**config.mk**
```make
export PLATFORM = sky130hd
export DESIGN_NAME = if_id_register
export DESIGN_NICKNAME = d
export VERILOG_FILES = /design/src/rtl/if_id_register.sv
export SDC_FILE = /design/constraint.sdc
export NUM_CORES = 1
export LEC_CHECK = 0
export ABC_AREA = 1
export BUFFER_PORTS_ARGS = -buffer_cell sky130_fd_sc_hd__buf_4
export CORE_MARGIN = 3
export CORE_UTILIZATION = 25
export CTS_CLUSTER_SIZE = 14
export DETAILED_ROUTE_END_ITERATION = 16
export GPL_TIMING_DRIVEN = 0
export PLACE_DENSITY = 0.6
export SYNTH_ARGS = -nofsm -noshare
export SYNTH_HDL_FRONTEND = slang
export SYNTH_SLANG_ARGS = --single-unit
```
**constraint.sdc**
```tcl
create_clock -name Clk -period 2.4 [get_ports Clk]
set_clock_uncertainty 0.15 [all_clocks]
set_input_delay 0.36 -clock Clk [delete_from_list [all_inputs] [get_ports Clk]]
set_output_delay 0.36 -clock Clk [all_outputs]
set_load 0.05 [all_outputs]
```
**src/rtl/if_id_register.sv**
```systemverilog
// IF/ID pipeline register: captures the fetched instruction, PC+4 and valid bit,
// with flush/stall control. Define IFID_STALL_CNT_EN to add a saturating stall counter.
module if_id_register #(
  parameter int                DATA_W    = 32,
  parameter logic [DATA_W-1:0] NOP_INSTR = 32'h0000_0000
) (
  input  logic              Clk,
  input  logic              Rst,
  input  logic              Stall,
  input  logic              Flush,
  input  logic              ValidIn,
  input  logic [DATA_W-1:0] InstrIn,
  input  logic [DATA_W-1:0] PCPlus4In,
  output logic [DATA_W-1:0] InstrOut,
  output logic [DATA_W-1:0] PCPlus4Out,
  output logic              ValidOut,
  output logic [5:0]        OpcodeOut,
  output logic [4:0]        RsOut,
  output logic [4:0]        RtOut,
  output logic [4:0]        RdOut,
  output logic [5:0]        FunctOut,
  output logic [15:0]       ImmOut
`ifdef IFID_STALL_CNT_EN
  ,
  output logic [15:0]       StallCount
`endif
);

  // NOTE: state uses non-blocking assignments so every register samples the
  // pre-edge values of its peers; blocking here would create order-dependent races.
  always_ff @(posedge Clk) begin
    if (Rst) begin
      InstrOut   <= NOP_INSTR;
      PCPlus4Out <= '0;
      ValidOut   <= 1'b0;
    end else if (Flush) begin
      // The squashed slot still carries its PC+4 so link/exception logic sees a sane value.
      InstrOut   <= NOP_INSTR;
      PCPlus4Out <= PCPlus4In;
      ValidOut   <= 1'b0;
    end else if (!Stall) begin
      InstrOut   <= InstrIn;
      PCPlus4Out <= PCPlus4In;
      ValidOut   <= ValidIn;
    end
  end

  // Field decode comes straight off the register, so no input reaches an output combinationally.
  assign OpcodeOut = InstrOut[31:26];
  assign RsOut     = InstrOut[25:21];
  assign RtOut     = InstrOut[20:16];
  assign RdOut     = InstrOut[15:11];
  assign FunctOut  = InstrOut[5:0];
  assign ImmOut    = InstrOut[15:0];

`ifdef IFID_STALL_CNT_EN
  always_ff @(posedge Clk) begin
    if (Rst) begin
      StallCount <= '0;
    end else if (!Flush && Stall && (StallCount != 16'hFFFF)) begin
      StallCount <= StallCount + 16'd1;
    end
  end
`endif

endmodule

```
After elaboration in Yosys (flattened, before gate mapping):

Cells that the tools add are included.
W data, S select, Z words.

* register bits after elaboration: 65
* bits of input ports: 69
* output and inout bits: 108
* logic and storage cells: 7

* equality and inequality tests: 1
* muxes and demuxes: 2
* reduce and logical (&&, ||, !) cells: 1

Operator list (count)
* $mux W32: 2
* $ne A2 B1 Y1 const B: 1
* $reduce_or A2 Y1: 1

Longest topological paths before layout:

Gate-level depths: netlist (run 1).

* depth after elaboration: 2
* gate-level depth with buffers: 5
* gate-level depth less buffers: 4

Least setup slack after synthesis (run 1):

No wires, ideal clock.

* kind: register -> output
* start: register InstrOut[0]
* end: output port ImmOut[0]
* data arrival time: 933 ps
* required time: 1890 ps
* slack: 957 ps
* cell stages (with the launch flop): 2
* cells stage by stage: dfxtp_1 > buf_4

RTL lines
* start, declared: RTL line 14 `output logic [DATA_W-1:0] InstrOut,`
* start signal, assigned: RTL line 42 `InstrOut <= InstrIn;`
* end, declared: RTL line 22 `output logic [15:0] ImmOut`

No word-level cell between the ends.

Worst setup path in the final report (run 1):

* start: register InstrOut[3]
* end: output port InstrOut[3]

No word-level cell between the ends.

==> impl_metrics.env, run 1 <==
export IMPL_min_delay_start="PCPlus4In[2]"
export IMPL_ant_nets=0
export IMPL_crit_chain="buf_4 > buf_4"
export IMPL_dieArea_sq_um=12600
export IMPL_max_freq_mhz=643
export IMPL_overflow=0
export IMPL_grtUsageMet3_pct=5.23
export IMPL_die_h_microns=112
export IMPL_cp_required_ps=1890
export IMPL_vias=2963
export IMPL_min_period_over_period_pct=64.8
export IMPL_ys_seq_area_share_pct=46.3
export IMPL_drc=0
export IMPL_htreeDepth=3
export IMPL_final_common_cell="buf_4"
export IMPL_numPortBuffers=176
export IMPL_numCtsBuffers=9
export IMPL_syn_nets=463
export IMPL_grt_first_pass_wirelength_mm=13.7
export IMPL_core_region_area_sq_um=10900
export IMPL_relSlewSlack_pct=68.9
export IMPL_path_clk_slew_ps=60
export IMPL_num_rows=38
export IMPL_cts_tree="yes"
export IMPL_synth_cell_types=12
export IMPL_cts_sinks=65
export IMPL_grt_max_degree=13
export IMPL_synthTopCellsByArea="dfxtp_1 (46%), nand2_1 (13%), buf_4 (12%), nor2_1 (8.5%), a21oi_1 (5.9%)"
export IMPL_syn_area_sq_um=2810
export IMPL_crit_path_end_kind="output pin"
export IMPL_busiest_layer="met2"
export IMPL_insertion_delay_ps=320
export IMPL_use_met1_pct=15.9
export IMPL_syn2layout_area_growth_pct=63.7
export IMPL_synth_top_family_by_area="simple AND/OR/NAND/NOR gates"
export IMPL_routabilityCongestion=0.802
export IMPL_critPathLaunch="InstrOut[3]"
export IMPL_r2r_cells=2
export IMPL_setup_worst_path_end="InstrOut[3]"
export IMPL_drt_iter0_markers=180
export IMPL_syn_inst=394
export IMPL_ys_seq_elements=65
export IMPL_r2r_end="InstrOut[3]"
export IMPL_worst_pin_slew_ps=466
export IMPL_wl_per_cell_microns=11.8
export IMPL_first_pass_iters=4
export IMPL_drive_above_1_share_pct=43.3
export IMPL_synth_xor_area_share_pct=0
export IMPL_io_pins=177
export IMPL_synth_mux_area_fraction_pct=0
export IMPL_start_util_pct=25.7
export IMPL_period_minus_slack_ps=1550
export IMPL_synth_compound_area_share_pct=5.87
export IMPL_start_kind="flop"
export IMPL_outcome="finished, final reports clean"
export IMPL_vdd_drop_max_mv=0.398
export IMPL_synth_top_area_cell="dfxtp_1"
export IMPL_cp_max_fo=4
export IMPL_hold_viol_final=0
export IMPL_wl_mm=8.56
export IMPL_grt_pass1_vias=2781
export IMPL_p_leak_uw=0.00240
export IMPL_hold_class="in -> reg"
export IMPL_post_cts_buffers=0
export IMPL_clockRootBuffer="clkbuf_16"
export IMPL_synth_area_per_cell_sq_um=7.14
export IMPL_slew_viol_final=0
export IMPL_cts_resized_gates=0
export IMPL_cpMostUsedCell="buf_4"
export IMPL_r2r_slack_ps=1570
export IMPL_rsz0062_at_grt="no"
export IMPL_critical_path_top_delay_family="flip-flops"
export IMPL_grt_use_met2_pct=22.5
export IMPL_grtUsageTotal_pct=13.2
export IMPL_path_depth=2
export IMPL_cts_path_max_buffers=2
export IMPL_synth_simple_area_share_pct=27.8
export IMPL_slowest_delay_ps=410
export IMPL_maxCapViolCount=0
export IMPL_via_per_inst=4.08
export IMPL_yosys_area_top_type_share_pct=46.3
export IMPL_cp_data_arrival_time_ps=1040
export IMPL_hold_buffers=0
export IMPL_setup_tns_ps=0
export IMPL_final_nets=650
export IMPL_fin_total_pwr_uw=3170
export IMPL_n_antenna_cell=0
export IMPL_antenna_found_initial=0
export IMPL_r2r_start="InstrOut[3]"
export IMPL_fp_dieW_microns=112
export IMPL_crit_path_top_delay_cell="dfxtp_1"
export IMPL_critical_path_buf_inv_count=2
export IMPL_yosysWarnings=0
export IMPL_cellPowerDensity_nw_per_um2=688
export IMPL_setup_viol=0
export IMPL_criticalPathCategory="reg -> out"
export IMPL_synth_adder_area_share_pct=0
export IMPL_hpwl_mm=6.61
export IMPL_layout_common_cells="buf_4 (221), nand2_1 (99), dfxtp_1 (65)"
## logic make-up after synthesis
| family | after synthesis |
|---|---|
| compound gates | 33 |
| buf+inv | 100 |
| flops | 65 |
| simple gates | 196 |
## sequential cells by signal, summed over array words and instances (netlist names)
name        cells
InstrOut       32
PCPlus4Out     32
ValidOut        1
## stage by stage
| step | hold WS, ps | setup WS, ps | area, sq um | utilization, % | instances |
|---|---|---|---|---|---|
| floorplan | 345 | 957 | 2810 | - | 394 |
| global placement | 315 | 920 | 4310 | 39.4 | 710 |
| detailed placement | 318 | 884 | 4310 | 39.4 | 710 |
| CTS | 95.0 | 814 | 4610 | 42.1 | 726 |
| global route | 106 | 778 | 4610 | 42.1 | 726 |
| finish | 109 | 845 | 4610 | 42.1 | 726 |
## per-layer routing
metal | part of all wire [%] | wire (microns) | vias to the layer above
li1 | - | - | 1532
met3 | 9.7 | 834 | 7
met2 | 48 | 4100 | 117
met4 | 0.65 | 56 | 0
met1 | 42 | 3570 | 1307
met5 | 0 | 0 | -
## power breakdown
| part | internal, uW | total [uW] | leakage [uW] | switching [uW] |
|---|---|---|---|---|
| registers | 1140 | 1170 | 0.000536 | 37.2 |
| clock network | 801 | 1300 | 0.000137 | 494 |
| logic | 253 | 697 | 0.00172 | 444 |
| total | 2190 | 3170 | 0.00240 | 976 |
## worst min-delay path by stage
| stage | to | slack [ps] | depth (start not counted) |
|---|---|---|---|
| after global routing | PCPlus4Out[12] | 110 | 3 |
| after detailed placement | ValidOut | 320 | 2 |
| final | PCPlus4Out[2] | 110 | 3 |
| after floorplan | PCPlus4Out[0] | 340 | 2 |
| after CTS | PCPlus4Out[2] | 100 | 3 |
| after global placement | ValidOut | 320 | 2 |
## tightest hold or removal path: stages
cell	delay, ps
buf_4	80
nor2_1	30
nor2_1	80
## cell type report
cell class              count  area, sq um
fillers                  1161         6330
clock buffers               9          225
inverters                  35          131
clock inverters             7         71.3
plain buffers              65          432
flip-flops and latches     65         1300
multi-input cells         229          948
well taps                 140          175
repair buffers            176         1320
## cells in the mapped netlist
| cell | count |
|---|---|
| buf_4 | 45 |
| a21oi_1 | 33 |
| buf_1 | 4 |
| nand2_1 | 99 |
| inv_1 | 34 |
| dfxtp_1 | 65 |
| nand3_1 | 32 |
| nor2_1 | 64 |
| inv_2 | 1 |
| nor2_4 | 1 |
| clkbuf_1 | 1 |
| buf_2 | 15 |
(Power assumes the default switching activity.)
==> inputs of run 2 (changes only) <==
Settings changed: ABC_AREA 1 to 0, PLACE_DENSITY 0.6 to 0.59.
Clock period 2.4 ns to 1.5 ns, I/O delays scaled along.
==> run 2 against run 1 <==
Utilization rose by 2.9 points. Count of clock-buffer cells in the layout increased by 5. Critical path depth unchanged. Via count fell by 5.6%. Non-clock buffer count increased by 41. Cell area is 13% higher. Synthesized cell count decreased by 25%. Worst setup slack got worse by 770 ps. Sequential power grew 61%. Critical endpoint is now ImmOut[0]. Highest routed layer unchanged.
==> impl_metrics.env, run 2 <==
export IMPL_outcome="finished, final reports clean"
export IMPL_grt_first_pass_wirelength_mm=13.5
export IMPL_grt_max_degree=11
export IMPL_rsz0062_at_grt="no"
export IMPL_syn_area_sq_um=3000
export IMPL_setup_viol=0
export IMPL_hold_class="in -> reg"
export IMPL_period_minus_slack_ps=1420
export IMPL_synth_commonest_cells="dfxtp_1 (65), buf_4 (43), mux2i_1 (33), nor2_1 (33)"
export IMPL_ys_seq_area_share_pct=43.3
export IMPL_drt_iter0_markers=129
export IMPL_crit_chain="buf_4 > buf_4"
export IMPL_maxUsedRoutingLayer="met4"
export IMPL_num_rows=39
export IMPL_insertion_delay_ps=320
export IMPL_wl_met2_mm=4.27
export IMPL_drc=0
export IMPL_dieArea_sq_um=13400
export IMPL_crit_path_top_delay_cell="dfxtp_1"
export IMPL_synth_most_common_cell="dfxtp_1"
export IMPL_slowest_delay_ps=400
export IMPL_cp_max_fo=4
export IMPL_via_per_inst=4.18
export IMPL_slew_viol_final=0
export IMPL_io_pins=177
export IMPL_n_antenna_cell=0
export IMPL_yosys_area_top_type_share_pct=43.3
export IMPL_vias=2798
export IMPL_cts_tree="yes"
export IMPL_crit_path_end_kind="output pin"
export IMPL_path_clk_slew_ps=50
export IMPL_numPortBuffers=176
export IMPL_worst_pin_slew_ps=423
export IMPL_max_freq_mhz=703
export IMPL_cts_path_max_buffers=2
export IMPL_overflow=0
export IMPL_wl_met3_microns=857
export IMPL_criticalPathCategory="reg -> out"
export IMPL_die_h_microns=116
export IMPL_cpMostUsedCell="buf_4"
export IMPL_wl_met1_mm=3.83
export IMPL_fp_dieW_microns=116
export IMPL_layout_common_cells="buf_4 (219), dfxtp_1 (65), dlygate4sd3_1 (39)"
export IMPL_first_pass_iters=4
export IMPL_cts_sinks=65
export IMPL_synth_cell_types=13
export IMPL_final_common_cell="buf_4"
export IMPL_grt_pass1_vias=2749
export IMPL_min_period_over_period_pct=94.8
export IMPL_ys_seq_elements=65
export IMPL_top_regs="InstrOut: 32 flops, PCPlus4Out: 32 flops, ValidOut: 1 flops"
export IMPL_core_region_area_sq_um=11600
export IMPL_critical_path_buf_inv_count=2
export IMPL_synthTopCellsByArea="dfxtp_1 (43%), nand4bb_1 (12%), mux2i_1 (11%), buf_4 (11%), nand2b_1 (6.7%)"
export IMPL_vdd_drop_max_mv=0.574
export IMPL_critical_path_top_delay_family="flip-flops"
export IMPL_htreeDepth=3
export IMPL_relSlewSlack_pct=71.8
export IMPL_synth_area_per_cell_sq_um=10.1
export IMPL_numCtsBuffers=9
export IMPL_routabilityCongestion=0.749
export IMPL_hold_viol_final=0
export IMPL_synth_top_area_cell="dfxtp_1"
export IMPL_drive_above_1_share_pct=46.9
export IMPL_ant_nets=0
export IMPL_cellPowerDensity_nw_per_um2=1000
export IMPL_syn_inst=296
export IMPL_final_nets=591
export IMPL_start_util_pct=26.0
export IMPL_syn2layout_area_growth_pct=73.2
export IMPL_hpwl_mm=6.58
export IMPL_cp_data_arrival_time_ps=1050
export IMPL_maxCapViolCount=0
export IMPL_utilization_pct=45.0
export IMPL_r2r_slack_ps=700
export IMPL_wl_mm=9.10
export IMPL_yosysWarnings=0
export IMPL_async_flop_share_pct=0
export IMPL_grtUsageTotal_pct=12.9
export IMPL_start_kind="flop"
export IMPL_ys_flop_type="dfxtp_1"
export IMPL_setup_tns_ps=0
export IMPL_cp_required_ps=1120
export IMPL_synth_edff_count=0
export IMPL_p_leak_uw=0.00251
export IMPL_clockRootBuffer="clkbuf_16"
export IMPL_wl_per_cell_microns=13.6
export IMPL_antenna_found_initial=0
export IMPL_syn_nets=365
==> run 2: cell count changes after synthesis, sizes merged, moves of 33 or more <==
cell	delta
nand2	-99
inv	-35
a21oi	-33
mux2i	+33
==> run 2: cells by family (layout without fill, tap and decap cells) <==
kind of cell           count (synthesis)  count (layout)  share of synthesized area, %
multiplexers                          33              33                          11.0
flip-flops                            65              65                          43.3
AO/OA/AOI/OAI                         32              32                          5.33
buffers and inverters                 67             298                          17.2
AND/OR/NAND/NOR                       99              99                          23.2
==> run 2: layer usage <==
layer	track usage, %	up-vias
met4	5.10	0
met2	21.7	121
met5	0	-
li1	-	1419
met1	15.0	1247
met3	4.39	11
==> run 2: worst paths after layout <==
kind / startpoint / to / cells after the start
min: PCPlus4In[16] / PCPlus4Out[16] / 3
min reg2reg: PCPlus4Out[24] / PCPlus4Out[24] / 2
max reg2reg: InstrOut[0] / InstrOut[0] / 2
max: InstrOut[0] / ImmOut[0] / 2
==> run 2: what timing repair did <==
item | 4_1_cts | 5_1_grt
buffers inserted | 0 | 0
hold buffers | 39 | 0
resized for setup | 0 | 0
hold endpoints to repair | 39 | 0
==> run 2: metrics by stage <==
| stage | std cells | area (sq um) | worst slack, ps | hold slack [ps] | total power, uW |
|---|---|---|---|---|---|
| after floorplan | 296 | 3000 | 192 | 219 | 2640 |
| after global placement | 615 | 4500 | 169 | 306 | 3030 |
| after detailed placement | 615 | 4500 | 128 | 313 | 3040 |
| after CTS | 670 | 5200 | 60.7 | 0.183 | 5290 |
| after global routing | 670 | 5200 | 33.3 | 0.359 | 5440 |
| final | 670 | 5200 | 77.3 | 1.23 | 5210 |
==> run 2: area by class of cell <==
cell class | count | area [sq um]
Multi-Input combinational cell | 164 | 1190
Tap cell | 143 | 179
Buffer | 67 | 515
Clock buffer | 14 | 274
Timing Repair Buffer | 215 | 1710
Fill cell | 1069 | 6360
Clock inverter | 2 | 35.0
Sequential cell | 65 | 1300
==> run 2: worst reg2reg max path: stages, from the launching register on <==
cell and delay [ps]:
dfxtp_1 350, mux2i_1 150, nor2_1 50
==> run 2: power breakdown <==
group	internal [uW]	switching (uW)
sequential	1820	60.2
combinational	523	684
clock	1420	710
